$ cat src/rtl/mem_arb_pkg.sv
// Shared definitions for the memory port arbiter.
//   - Bus widths for address, data and byte enables.
//   - Watchdog counter width and default abandonment limit.
//   - Arbiter FSM state encoding.
package mem_arb_pkg;

    localparam int ADDR_W          = 32;
    localparam int DATA_W          = 32;
    localparam int BE_W            = 4;
    localparam int WDOG_W          = 16;
    localparam int TIMEOUT_DEFAULT = 255;

    typedef enum logic [1:0] {
        ST_IDLE   = 2'd0,
        ST_D_BUSY = 2'd1,
        ST_I_BUSY = 2'd2
    } arb_state_e;

endpackage

$ cat src/rtl/mem_wdog_counter.sv
// Watchdog for a granted memory transaction.
// Ports:
//   clk, rst  - clock, asynchronous active-low reset
//   clr       - zero the count (takes priority over en)
//   en        - count one busy cycle without mem_ready
//   tc        - terminal count: this enabled cycle is the TIMEOUT-th one,
//               so the transaction is abandoned on the coming edge
module mem_wdog_counter
    import mem_arb_pkg::*;
#(
    parameter int unsigned TIMEOUT = TIMEOUT_DEFAULT
) (
    input  logic clk,
    input  logic rst,
    input  logic clr,
    input  logic en,
    output logic tc
);

    logic [WDOG_W-1:0] cnt_q, cnt_d;

    always_comb begin
        cnt_d = cnt_q;
        if (clr)     cnt_d = '0;
        else if (en) cnt_d = cnt_q + 1'b1;
    end

    always_ff @(posedge clk or negedge rst) begin
        if (!rst) cnt_q <= '0;
        else      cnt_q <= cnt_d;
    end

    // Firing one count early keeps mem_req high for exactly TIMEOUT cycles.
    assign tc = en & (cnt_q == WDOG_W'(TIMEOUT - 1));

endmodule

$ cat src/rtl/mem_port_arbiter.sv
// Arbitrates a fetch port and a data port onto one registered memory port.
// Data has fixed priority; a completing requester is excluded from the
// arbitration on its own completion edge so the other port gets a
// back-to-back grant.
// Ports:
//   clk, rst                          - clock, asynchronous active-low reset
//   if_req/if_addr/if_kill            - fetch request, address, flush
//   if_rdata/if_valid/if_stall        - fetch response and pipeline stall
//   d_req/d_we/d_be/d_addr/d_wdata    - data request
//   d_rdata/d_valid/d_stall           - data response and pipeline stall
//   mem_req/mem_we/mem_be/mem_addr/mem_wdata - registered memory request
//   mem_ready/mem_rdata               - memory completion and read data
//   timeout                           - sticky watchdog error
module mem_port_arbiter
    import mem_arb_pkg::*;
#(
    parameter int unsigned TIMEOUT = TIMEOUT_DEFAULT
) (
    input  logic              clk,
    input  logic              rst,
    input  logic              if_req,
    input  logic [ADDR_W-1:0] if_addr,
    input  logic              if_kill,
    output logic [DATA_W-1:0] if_rdata,
    output logic              if_valid,
    input  logic              d_req,
    input  logic              d_we,
    input  logic [BE_W-1:0]   d_be,
    input  logic [ADDR_W-1:0] d_addr,
    input  logic [DATA_W-1:0] d_wdata,
    output logic [DATA_W-1:0] d_rdata,
    output logic              d_valid,
    output logic              if_stall,
    output logic              d_stall,
    output logic              mem_req,
    output logic              mem_we,
    output logic [BE_W-1:0]   mem_be,
    output logic [ADDR_W-1:0] mem_addr,
    output logic [DATA_W-1:0] mem_wdata,
    input  logic              mem_ready,
    input  logic [DATA_W-1:0] mem_rdata,
    output logic              timeout
);

    arb_state_e        state_q, state_d;
    logic              mem_req_q, mem_req_d;
    logic              mem_we_q, mem_we_d;
    logic [BE_W-1:0]   mem_be_q, mem_be_d;
    logic [ADDR_W-1:0] mem_addr_q, mem_addr_d;
    logic [DATA_W-1:0] mem_wdata_q, mem_wdata_d;
    logic [DATA_W-1:0] if_rdata_q, if_rdata_d;
    logic              if_valid_q, if_valid_d;
    logic [DATA_W-1:0] d_rdata_q, d_rdata_d;
    logic              d_valid_q, d_valid_d;
    logic              kill_q, kill_d;
    logic              timeout_q, timeout_d;

    logic busy, done, wdog_tc;
    logic grant_data, grant_fetch;

    assign busy = (state_q != ST_IDLE);
    // A transaction ends either on mem_ready or when the watchdog expires.
    assign done = busy & (mem_ready | wdog_tc);

    mem_wdog_counter #(.TIMEOUT(TIMEOUT)) u_wdog (
        .clk (clk),
        .rst (rst),
        .clr (~busy | done),
        .en  (busy & ~mem_ready),
        .tc  (wdog_tc)
    );

    always_comb begin
        state_d     = state_q;
        mem_req_d   = mem_req_q;
        mem_we_d    = mem_we_q;
        mem_be_d    = mem_be_q;
        mem_addr_d  = mem_addr_q;
        mem_wdata_d = mem_wdata_q;
        if_rdata_d  = if_rdata_q;
        if_valid_d  = 1'b0;
        d_rdata_d   = d_rdata_q;
        d_valid_d   = 1'b0;
        kill_d      = kill_q;
        timeout_d   = timeout_q;
        grant_data  = 1'b0;
        grant_fetch = 1'b0;

        unique case (state_q)
            ST_IDLE: begin
                grant_data  = d_req;
                grant_fetch = ~d_req & if_req & ~if_kill;
            end
            ST_D_BUSY: begin
                if (done) begin
                    d_valid_d   = 1'b1;
                    // Stores and abandoned loads return zero.
                    d_rdata_d   = (mem_ready & ~mem_we_q) ? mem_rdata : '0;
                    grant_fetch = if_req & ~if_kill;
                end
            end
            ST_I_BUSY: begin
                if (if_kill) kill_d = 1'b1;
                if (done) begin
                    kill_d = 1'b0;
                    // A kill seen earlier or on this very edge swallows the pulse.
                    if (~kill_q & ~if_kill) begin
                        if_valid_d = 1'b1;
                        if_rdata_d = mem_ready ? mem_rdata : '0;
                    end
                    grant_data = d_req;
                end
            end
            default: ;
        endcase

        if (done) begin
            state_d   = ST_IDLE;
            mem_req_d = 1'b0;
            if (~mem_ready) timeout_d = 1'b1;
        end

        if (grant_data) begin
            state_d     = ST_D_BUSY;
            mem_req_d   = 1'b1;
            mem_we_d    = d_we;
            mem_be_d    = d_be;
            mem_addr_d  = d_addr;
            mem_wdata_d = d_wdata;
        end else if (grant_fetch) begin
            state_d     = ST_I_BUSY;
            mem_req_d   = 1'b1;
            mem_we_d    = 1'b0;
            mem_be_d    = '0;
            mem_addr_d  = if_addr;
            mem_wdata_d = '0;
        end
    end

    always_ff @(posedge clk or negedge rst) begin
        if (!rst) begin
            state_q     <= ST_IDLE;
            mem_req_q   <= 1'b0;
            mem_we_q    <= 1'b0;
            mem_be_q    <= '0;
            mem_addr_q  <= '0;
            mem_wdata_q <= '0;
            if_rdata_q  <= '0;
            if_valid_q  <= 1'b0;
            d_rdata_q   <= '0;
            d_valid_q   <= 1'b0;
            kill_q      <= 1'b0;
            timeout_q   <= 1'b0;
        end else begin
            state_q     <= state_d;
            mem_req_q   <= mem_req_d;
            mem_we_q    <= mem_we_d;
            mem_be_q    <= mem_be_d;
            mem_addr_q  <= mem_addr_d;
            mem_wdata_q <= mem_wdata_d;
            if_rdata_q  <= if_rdata_d;
            if_valid_q  <= if_valid_d;
            d_rdata_q   <= d_rdata_d;
            d_valid_q   <= d_valid_d;
            kill_q      <= kill_d;
            timeout_q   <= timeout_d;
        end
    end

    assign mem_req   = mem_req_q;
    assign mem_we    = mem_we_q;
    assign mem_be    = mem_be_q;
    assign mem_addr  = mem_addr_q;
    assign mem_wdata = mem_wdata_q;
    assign if_rdata  = if_rdata_q;
    assign if_valid  = if_valid_q;
    assign d_rdata   = d_rdata_q;
    assign d_valid   = d_valid_q;
    assign timeout   = timeout_q;

    // Stalls are masked during reset so every output reads zero.
    assign d_stall  = rst & d_req & ~d_valid_q;
    assign if_stall = rst & if_req & ~if_valid_q & ~if_kill;

endmodule

$ cat config.mk
export PLATFORM = sky130hd
export DESIGN_NAME = mem_port_arbiter
export DESIGN_NICKNAME = d
export VERILOG_FILES = /design/src/rtl/mem_arb_pkg.sv /design/src/rtl/mem_wdog_counter.sv /design/src/rtl/mem_port_arbiter.sv
export SDC_FILE = /design/constraint.sdc
export NUM_CORES = 1
export LEC_CHECK = 0
export BUFFER_PORTS_ARGS = -buffer_cell sky130_fd_sc_hd__buf_2
export CELL_PAD_IN_SITES_DETAIL_PLACEMENT = 0
export CELL_PAD_IN_SITES_GLOBAL_PLACEMENT = 1
export CORE_MARGIN = 2
export CORE_UTILIZATION = 39
export CTS_CLUSTER_SIZE = 28
export DETAILED_ROUTE_END_ITERATION = 7
export PLACE_DENSITY = 0.85
export SLEW_MARGIN = 20
export SYNTH_ARGS = -nofsm -noshare
export SYNTH_HDL_FRONTEND = slang
export SYNTH_SLANG_ARGS = --single-unit
export TNS_END_PERCENT = 20
$ cat constraint.sdc
create_clock -name clk -period 3.8 [get_ports clk]
set_input_delay 0.76 -clock clk [delete_from_list [all_inputs] [get_ports clk]]
set_output_delay 0.76 -clock clk [all_outputs]
set_load 0.02 [all_outputs]
==> results of run 1 <==
## flip-flops by register name (all words and copies together) (netlist names)
| signal | count |
|---|---|
| d_rdata | 32 |
| mem_be | 4 |
| if_valid | 1 |
| u_wdog.cnt_q | 16 |
| d_valid | 1 |
| state_q | 2 |
| mem_wdata | 32 |
| mem_we | 1 |
| if_rdata | 32 |
| mem_req | 1 |
| kill_q | 1 |
| timeout | 1 |
| mem_addr | 32 |
## area by class of cell
cell class | instances | area [sq um]
Clock buffer | 18 | 429.2
Sequential cell | 156 | 3905
Timing Repair Buffer | 293 | 1525
Inverter | 37 | 138.9
Clock inverter | 14 | 163.9
Fill cell | 1724 | 9099
Multi-Input combinational cell | 417 | 3152
Tap cell | 234 | 292.8
## per-layer routing
metal,vias up,GRT usage,share of wire
li1,2952,-,-
met1,3079,0.2945,0.45
met2,298,0.3354,0.45
met3,15,0.06292,0.085
met4,0,0.05421,0.011
met5,-,0,0
## where the power goes
part / leakage (nW) / internal [mW] / switching, mW / total [mW]
registers: 1.99 / 2.18 / 0.315 / 2.50
logic: 2.47 / 0.874 / 1.35 / 2.23
clock network: 0.286 / 0.944 / 0.783 / 1.73
## worst min path at each step
stage                                 to           startpoint  depth (start not counted)  slack [ns]
6_report       mem_wdata[29]$_DFFE_PN0P_                  rst                          1        0.27
5_1_grt         if_rdata[26]$_DFFE_PN0P_                  rst                          1        0.29
4_1_cts         if_rdata[26]$_DFFE_PN0P_                  rst                          1        0.27
3_5_place_dp         timeout$_DFFE_PN0P_  timeout$_DFFE_PN0P_                          1        0.46
3_3_place_gp         timeout$_DFFE_PN0P_  timeout$_DFFE_PN0P_                          1        0.46
2_1_floorplan     d_rdata[0]$_DFFE_PN0P_                  rst                          0        0.46
## kinds of logic after synthesis
logic type               Yosys count  synth area share
AO/OA/AOI/OAI                    180            0.1888
AND/OR/NAND/NOR                  159            0.1208
flip-flops                       156            0.5241
buffers and inverters            101           0.05745
multiplexers                      64           0.09138
XOR/XNOR                          12           0.01411
adder cells (fa/ha/maj)            2          0.003359
## cell usage in the layout, fill, tap and decap left out, drive strengths merged, types with 2 or more instances in the layout
| master | instances |
|---|---|
| buf | 293 |
| nand3 | 6 |
| o21ai | 39 |
| nand2 | 70 |
| o41ai | 32 |
| and3b | 33 |
| xor2 | 8 |
| nor3 | 2 |
| nand4 | 5 |
| nor2b | 2 |
| clkinvlp | 2 |
| a22o | 69 |
| mux2i | 32 |
| and4 | 3 |
| mux2 | 32 |
| ha | 2 |
| a41oi | 2 |
| o211ai | 32 |
| nor2 | 21 |
| nand2b | 3 |
| inv | 47 |
| xnor2 | 4 |
| or4 | 2 |
| or3 | 2 |
| clkbuf | 18 |
| nor3b | 2 |
| dfrtp | 156 |
| nor4 | 2 |
| a21oi | 2 |
## synth_stat cells, drive strengths merged, types with 2 or more instances
library cell,number
nand3,6
or3,2
xnor2,4
nand2,70
a22o,69
inv,37
a41oi,2
buf,19
or4,2
ha,2
and4,3
o21ai,39
mux2i,32
clkbuf,45
a21oi,2
nand2b,3
nor3b,2
and3b,33
o211ai,32
nor2b,2
nor2,21
nor3,2
nand4,5
mux2,32
dfrtp,156
o41ai,32
nor4,2
xor2,8
## per-stage QoR
stage	util	power (mW)	cells	cell area, sq um
finish	0.5136	6.450	1169	9607
global route	0.5136	6.816	1169	9607
CTS	0.5134	6.526	1169	9604
detailed placement	0.4817	4.767	1137	9011
global placement	0.4815	4.741	1137	9007
floorplan	-	3.868	674	7448
==> metrics.cfg, run 1 <==
[logic_synthesis]
synth_ff_type=dfrtp_1
ys_types=42
synth_top_area_share=0.5241
synth_seq_cells=156
synth.cell_area_sq_mm=0.007448
ys_warn_count=0
ys_seq_area_frac=0.5241
syn_avg_cell_area_sq_um=11.05
synth_area_leaders=dfrtp_1 (52%), a22o_1 (8.1%), mux2_2 (4.8%), mux2i_1 (4.3%), and3b_1 (3.9%)
async_flop_share=1.000
syn_inst=674
synth_edf_count=0
syn-num-nets=815
yosys.area.top_type=dfrtp_1

[placed_design]
port_buffers=277
routabilityCongestion=0.8055
dpl.hpwl_um=14340
pre_cts_ws_ns=0.8018

[route]
routed_via_density=5.427
wirelength_um=21610
via_count=6344
drtAntennaViolNets=0
firstDrtPassIters=5
drc=0
wl_per_cell_um=18.49
drt_iter0_markers=340

[worst_setup_path]
cp_slowest_cell=or4_1
crit_cells=6
crit_arrival_ns=2.86
r2r-end=mem_addr[7]$_DFFE_PN0P_
worstSetupPathType=in2reg
critical_path_buf_inv_count=2
critical_path.endpoint=if_rdata[3]$_DFFE_PN0P_
crit_fanout=37
r2r-start=u_wdog.cnt_q[11]$_DFFE_PN0P_
worstPathCellList=buf_2 > nor4b_4 > a41oi_4 > or4_1 > buf_4 > a22o_1
rr_worst_depth=4
crit_path_start=mem_ready
end_kind=register
cp-start-kind=input pin
crit_family=simple AND/OR/NAND/NOR gates
cpPeakStageDelay_ns=0.52
cp.required_ns=4.10
regToRegSetupSlack_ns=1.26

[timing]
timing.slew.headroom=0.3360
tightest_slew_ns=0.9948
setup_viol=0
rsz0062_at_grt=false
timing.final.ws_setup_ns=1.244
fmax_mhz=391.3
finalHoldViolCount=0
period_share=0.6725
period_minus_slack_ns=2.556
drv_slew=0
tns_ns=0
skew_ns=0.01747
fin_hold_ws_ns=0.2704

[clock_tree]
root_buffer=clkbuf_16
hold_buffers=0
cts_buffer_depth=2
cts_setup_buffers=0
clk_latency_ns=0.42
cts_tree=yes
cts-resized-gates=0
htreeDepth=4
path_clk_slew_ns=0.07
cts_buffers=17
cts.sinks=156

[floorplanning]
fp.coreArea_sq_mm=0.01871
placementRows=50
die_h_um=142.2
die_area_sq_mm=0.02022
floorplan.initialDensity=0.3982
fp.dieW_um=142.2
io_pins=278

[global_route]
grt_pass1_vias=6195
grt_usage=0.2147
grt_max_degree=114
grt_pass1_wl_um=33910
grt_overflow=0
antenna_found_initial=0

[run]
cap_violations=0

[cells_and_area]
area_growth_pct=28.98
antennaDiodeCount=0
drive_gt1_frac=0.3979
nets=1063

[pwr]
p_leak_nw=4.742
vdd_ir_drop_max_mv=0.3722
power.density_mw_per_mm2=671.4

[outcome]
status=finished, final reports clean

[worst_hold_path]
min_path_type=in2async

(Power assumes the default switching activity.)
==> run 2: changes to the inputs <==
ABC_AREA = 1   (was unset)
CORE_UTILIZATION = 31   (was 39)
PLACE_DENSITY = 0.78   (was 0.85)
clock period = 2.2 ns   (was 3.8 ns; I/O delays follow)
==> run 2 against run 1 <==
  * Cell count up 18%
  * Register-to-register slack worse by 0.96 ns
  * Clock-buffer cell count down 1
  * Critical path depth up 6
  * Sequential power up 85%
  * Utilization down 9.5 points
  * Critical path type is now reg2reg
  * Clock power up 68%
  * Total power up 94%
  * Routed wire length down 8.4%
  * Largest power group is now combinational logic
  * Via count about the same
==> metrics.cfg, run 2 <==
[route]
drtAntennaViolNets=0
firstDrtPassIters=5
via_count=6350
drt_iter0_markers=323
routed_via_density=4.585
wirelength_um=19800
drc=0
wl_per_cell_um=14.29

[pwr]
power.density_mw_per_mm2=1372
p_clk_frac=0.231
power_frac_comb=0.399
switching_power_mw=5.277
p_seq_frac=0.369
p_int_mw=7.249
vdd_ir_drop_max_mv=0.6054
swShare=0.4213
p_leak_nw=5.063

[clock_tree]
hold_buffers=0
cts.sinks=156
cts_tree=yes
path_clk_slew_ns=0.07
cts_buffer_depth=2
clk_latency_ns=0.42
htreeDepth=4
cts_buffers=17
root_buffer=clkbuf_16

[global_route]
grt_usage=0.1722
grt_pass1_vias=6222
grt_max_degree=157
antenna_found_initial=0
grt_pass1_wl_um=32600
grt_overflow=0

[worst_setup_path]
crit_fanout=30
worstSetupPathType=reg2reg
end_kind=register
r2r-end=mem_addr[5]$_DFFE_PN0P_
rr_worst_depth=12
crit_arrival_ns=2.25
r2r-start=u_wdog.cnt_q[0]$_DFFE_PN0P_
cp-start-kind=register
cpPeakStageDelay_ns=0.39
worstPathCellList=inv_1 > ha_1 > nand2_1 > nor2_1 > nand3_2 > nand2_2 > nand2_2 > nand2_1 > nand2_2 > buf_4 > nand3_1 > nand2_1
cp_slowest_cell=dfrtp_1
cp.required_ns=2.55
regToRegSetupSlack_ns=0.30

[placed_design]
dpl.hpwl_um=13450
dp.cells=1353
port_buffers=277
routabilityCongestion=0.8182
pre_cts_ws_ns=0.1483

[timing]
fmax_mhz=525.9
tns_ns=0
period_share=0.8643
drv_slew=0
finalHoldViolCount=0
skew_ns=0.01262
tightest_slew_ns=0.9404
rsz0062_at_grt=false
timing.final.ws_setup_ns=0.2986
setup_viol=0
period_minus_slack_ns=1.901
timing.slew.headroom=0.3731

[floorplanning]
die_h_um=152.9
placementRows=54
die_area_sq_mm=0.02339
fp.coreArea_sq_mm=0.02182
fp.dieW_um=152.9
io_pins=278
floorplan.initialDensity=0.3150

[cells_and_area]
multiInputGateArea_sq_mm=0.002615
drive_gt1_frac=0.3071
area_growth_pct=32.78
mostFrequentLayoutCell=nand2_1
instances_no_fill=1385
layout_common_cells=nand2_1 (358), buf_2 (276), dfrtp_1 (156), nand3_1 (108), o21ai_0 (57)
nets=1233
post-route-util=0.4183
seqCellArea_sq_mm=0.003904
fill_cells=2238

[logic_synthesis]
synth_area_leaders=dfrtp_1 (57%), nand2_1 (20%), nand3_1 (7.9%), o21ai_0 (4.1%), buf_2 (2.2%)
yosys.area.top_type=dfrtp_1
yosysMostFrequentCell=nand2_1
syn_inst=832
synth_ff_type=dfrtp_1
synth_seq_cells=156
async_flop_share=1.000
ys_seq_area_frac=0.5678
syn-num-nets=973
synth_commonest_cells=nand2_1 (359), dfrtp_1 (156), nand3_1 (109), o21ai_0 (57), buf_2 (30)
synth_top_area_share=0.5678
ys_types=25
synth.cell_area_sq_mm=0.006875
syn_avg_cell_area_sq_um=8.264
synth_edf_count=0
ys_warn_count=0

[run]
cap_violations=0

[worst_hold_path]
min_path_type=in2async

[outcome]
status=finished, final reports clean

## run 2: cell types whose count changed after synthesis, sizes merged, moves of 33 or more
cell	change
a22o	-69
and3b	-33
nand2	+293
nand3	+105
## run 2: area by class of cell
class                      instances  share of cell area
antenna                            1           0.0002741
clock buffer                      17             0.04660
clock inverter                    14             0.01672
inverter                          26             0.01096
multi-input combinational        598              0.2865
sequential                       156              0.4276
tap                              280             0.03838
timing repair buffer             293              0.1730
## run 2: through the flow
| step | area [sq um] | power, mW | hold slack [ns] |
|---|---|---|---|
| 2_1_floorplan | 6875 | 7.810 | 0.1444 |
| 3_3_place_gp | 8536 | 9.694 | 0.4470 |
| 3_5_place_dp | 8536 | 9.737 | 0.4465 |
| 4_1_cts | 9114 | 12.72 | 0.1893 |
| 5_1_grt | 9126 | 13.45 | 0.1976 |
| 6_report | 9129 | 12.53 | 0.09338 |
## run 2: how the worst max path moves through the flow
stage | startpoint | end | slack (ns) | depth (start not counted)
6_report | u_wdog.cnt_q[0]$_DFFE_PN0P_ | mem_addr[5]$_DFFE_PN0P_ | 0.30 | 12
4_1_cts | u_wdog.cnt_q[0]$_DFFE_PN0P_ | mem_addr[23]$_DFFE_PN0P_ | 0.14 | 11
2_1_floorplan | mem_ready | mem_addr[22]$_DFFE_PN0P_ | 0.50 | 13
3_3_place_gp | u_wdog.cnt_q[0]$_DFFE_PN0P_ | mem_addr[31]$_DFFE_PN0P_ | 0.21 | 11
3_5_place_dp | u_wdog.cnt_q[0]$_DFFE_PN0P_ | mem_addr[23]$_DFFE_PN0P_ | 0.15 | 11
5_1_grt | u_wdog.cnt_q[0]$_DFFE_PN0P_ | mem_addr[5]$_DFFE_PN0P_ | 0.06 | 12
## run 2: timing repair
| action | CTS | global route |
|---|---|---|
| setup endpoints to repair | 0 | 7 |
| setup buffers | 0 | 0 |
| resized for setup | 0 | 2 |
## run 2: layer usage
layer / routed length, um / global-route usage / vias to the layer above
met5: 0 / 0 / -
met4: 311 / 0.05600 / 0
met3: 1398 / 0.04366 / 20
met2: 9172 / 0.2770 / 237
met1: 8916 / 0.2285 / 2895
li1: - / - / 3198
## run 2: critical path: cells and delay by family, from the launching register on
kind	cells	cell delay (ns)
flops	1	0.39
buf+inv	2	0.41
simple gates	9	0.84
fa+ha+maj	1	0.20
## run 2: power by group through the flow
stage	Sequential (mW)	Clock, mW	Combinational (mW)
3_3_place_gp	4.65	0	5.05
2_1_floorplan	6.01	0	1.80
3_5_place_dp	4.65	0	5.08
5_1_grt	4.78	3.12	5.54
4_1_cts	4.63	3.00	5.08
6_report	4.63	2.90	5.00
## run 2: cells by family (layout without fill, tap and decap cells)
logic type      count (synthesis)  in the layout  synth area share
simple gates                  520            520            0.3150
flops                         156            156            0.5678
fa+ha+maj                       2              2          0.003639
compound gates                 71             71           0.05223
xor+xnor                        5              5          0.006369
other cells                     0              1                 0
buf+inv                        78            350           0.05496
==> run 3: changes to the inputs <==
==> constraint.sdc (replaced) <==
create_clock -name clk -period 2.2 [get_ports clk]
set_input_delay 0.44 -clock clk [delete_from_list [all_inputs] [get_ports clk]]
set_output_delay 0.44 -clock clk [all_outputs]
set_load 0.1 [all_outputs]
==> run 3 against run 2 <==
  * Non-clock buffer count fell by 1
  * Clock-buffer cell count rose by 1
  * Largest cell class unchanged
  * Highest routed layer is now met5
  * First-iteration DRC count rose by 2.5%
  * Sequential share of layout area fell by 0.13 points
  * Hold slack improved by 0.068 ns
  * Critical path type unchanged
  * Fmax fell by 2.4%
==> metrics.cfg, run 3 (same netlist as run 2, synthesis figures left out) <==
[route]
route.top_layer_used=met5
wirelength_um=20250
via_count=6355
wl_met3_um=1777
drc=0
drtAntennaViolNets=0
wl_met2_um=8835
drt_iter0_markers=331
wl_met1_um=9341
wl_per_cell_um=14.62
routed_via_density=4.588
firstDrtPassIters=5

[placed_design]
dp.cells=1352
pre_cts_ws_ns=0.2152
routabilityCongestion=0.7929
place_area_sq_mm=0.008562
dpl.hpwl_um=13940
port_buffers=277

[clock_tree]
cts_tree=yes
htreeDepth=4
cts_buffers=17
clk_latency_ns=0.43
path_clk_slew_ns=0.07
root_buffer=clkbuf_16
cts_setup_buffers=0
cts.sinks=156
cts_buffer_depth=2
cts-resized-gates=0
hold_buffers=0

[timing]
tightest_slew_ns=0.8534
drv_slew=0
skew_ns=0.01794
period_share=0.8855
period_minus_slack_ns=1.948
timing.final.ws_setup_ns=0.2520
rsz0062_at_grt=false
fmax_mhz=513.3
setup_viol=0
timing.slew.headroom=0.4311
finalHoldViolCount=0
tns_ns=0

[floorplanning]
io_pins=278
fp.dieW_um=152.9
fp.coreArea_sq_mm=0.02182
die_h_um=152.9
die_area_sq_mm=0.02339
placementRows=54
floorplan.initialDensity=0.3150

[global_route]
grt_usage=0.1744
grt_pass1_vias=6118
grt_max_degree=157
antenna_found_initial=3
grt_pass1_wl_um=32890
grt_overflow=0

[cells_and_area]
layout_common_cells=nand2_1 (358), buf_2 (274), dfrtp_1 (156), nand3_1 (108), o21ai_0 (57)
area_growth_pct=33.19
drive_gt1_frac=0.3080
final_area_sq_mm=0.009158
nets=1232
instances_no_fill=1385
mostFrequentLayoutCell=nand2_1

[outcome]
status=finished, final reports clean

[worst_setup_path]
worstSetupPathType=reg2reg
crit_arrival_ns=2.25
end_kind=register
crit_fanout=29
cp-start-kind=register
cp.required_ns=2.51

[worst_hold_path]
min_path_type=in2async

[run]
cap_violations=0

-- run 3: layout make-up --
cell class              instances  area, sq um
repair buffers                292         1585
multi-input cells             598         2623
inverters                      26        100.1
clock inverters                14        163.9
well taps                     280        350.3
flip-flops and latches        156         3904
fillers                      2283        12670
clock buffers                  18        429.2
diodes                          1        2.502
-- run 3: worst paths after layout --
path / endpoint / slack, ns / cells after the start / from
max in group asynchronous: mem_addr[2]$_DFFE_PN0P_ / 1.41 / 2 / rst
worst min-delay path: d_rdata[0]$_DFFE_PN0P_ / 0.16 / 2 / rst
worst max-delay path: mem_addr[9]$_DFFE_PN0P_ / 0.25 / 11 / u_wdog.cnt_q[11]$_DFFE_PN0P_
min in group clk: mem_wdata[27]$_DFFE_PN0P_ / 0.21 / 3 / d_wdata[27]
worst max register to register: mem_addr[9]$_DFFE_PN0P_ / 0.25 / 11 / u_wdog.cnt_q[11]$_DFFE_PN0P_
worst min register to register: d_rdata[30]$_DFFE_PN0P_ / 0.48 / 2 / d_rdata[30]$_DFFE_PN0P_
-- run 3: worst max-delay path: stages, from the launching register on --
cell and delay (ns):
dfrtp_1 0.43, nor2_1 0.14, nand2_1 0.08, nor2_1 0.16, nand3_2 0.14, nand3_2 0.12
nand2_4 0.20, buf_4 0.31, nand2_1 0.09, nand2_1 0.05, nand2_1 0.06, nand2_1 0.05
-- run 3: through the flow --
stage | utilization | hold slack, ns
floorplan | - | 0.1444
global placement | 0.3923 | 0.4608
detailed placement | 0.3923 | 0.4675
CTS | 0.4195 | 0.1875
global route | 0.4195 | 0.1912
finish | 0.4196 | 0.1609
-- run 3: metal layers --
| layer | GRT usage | vias up |
|---|---|---|
| met5 | 0 | - |
| met4 | 0.04806 | 4 |
| met1 | 0.2448 | 2895 |
| li1 | - | 3178 |
| met3 | 0.05699 | 24 |
| met2 | 0.2592 | 254 |
Power of run 3 is left out: the tool's default activity adds up to more than one toggle a clock period on the data nets, which glitch-free logic cannot reach.
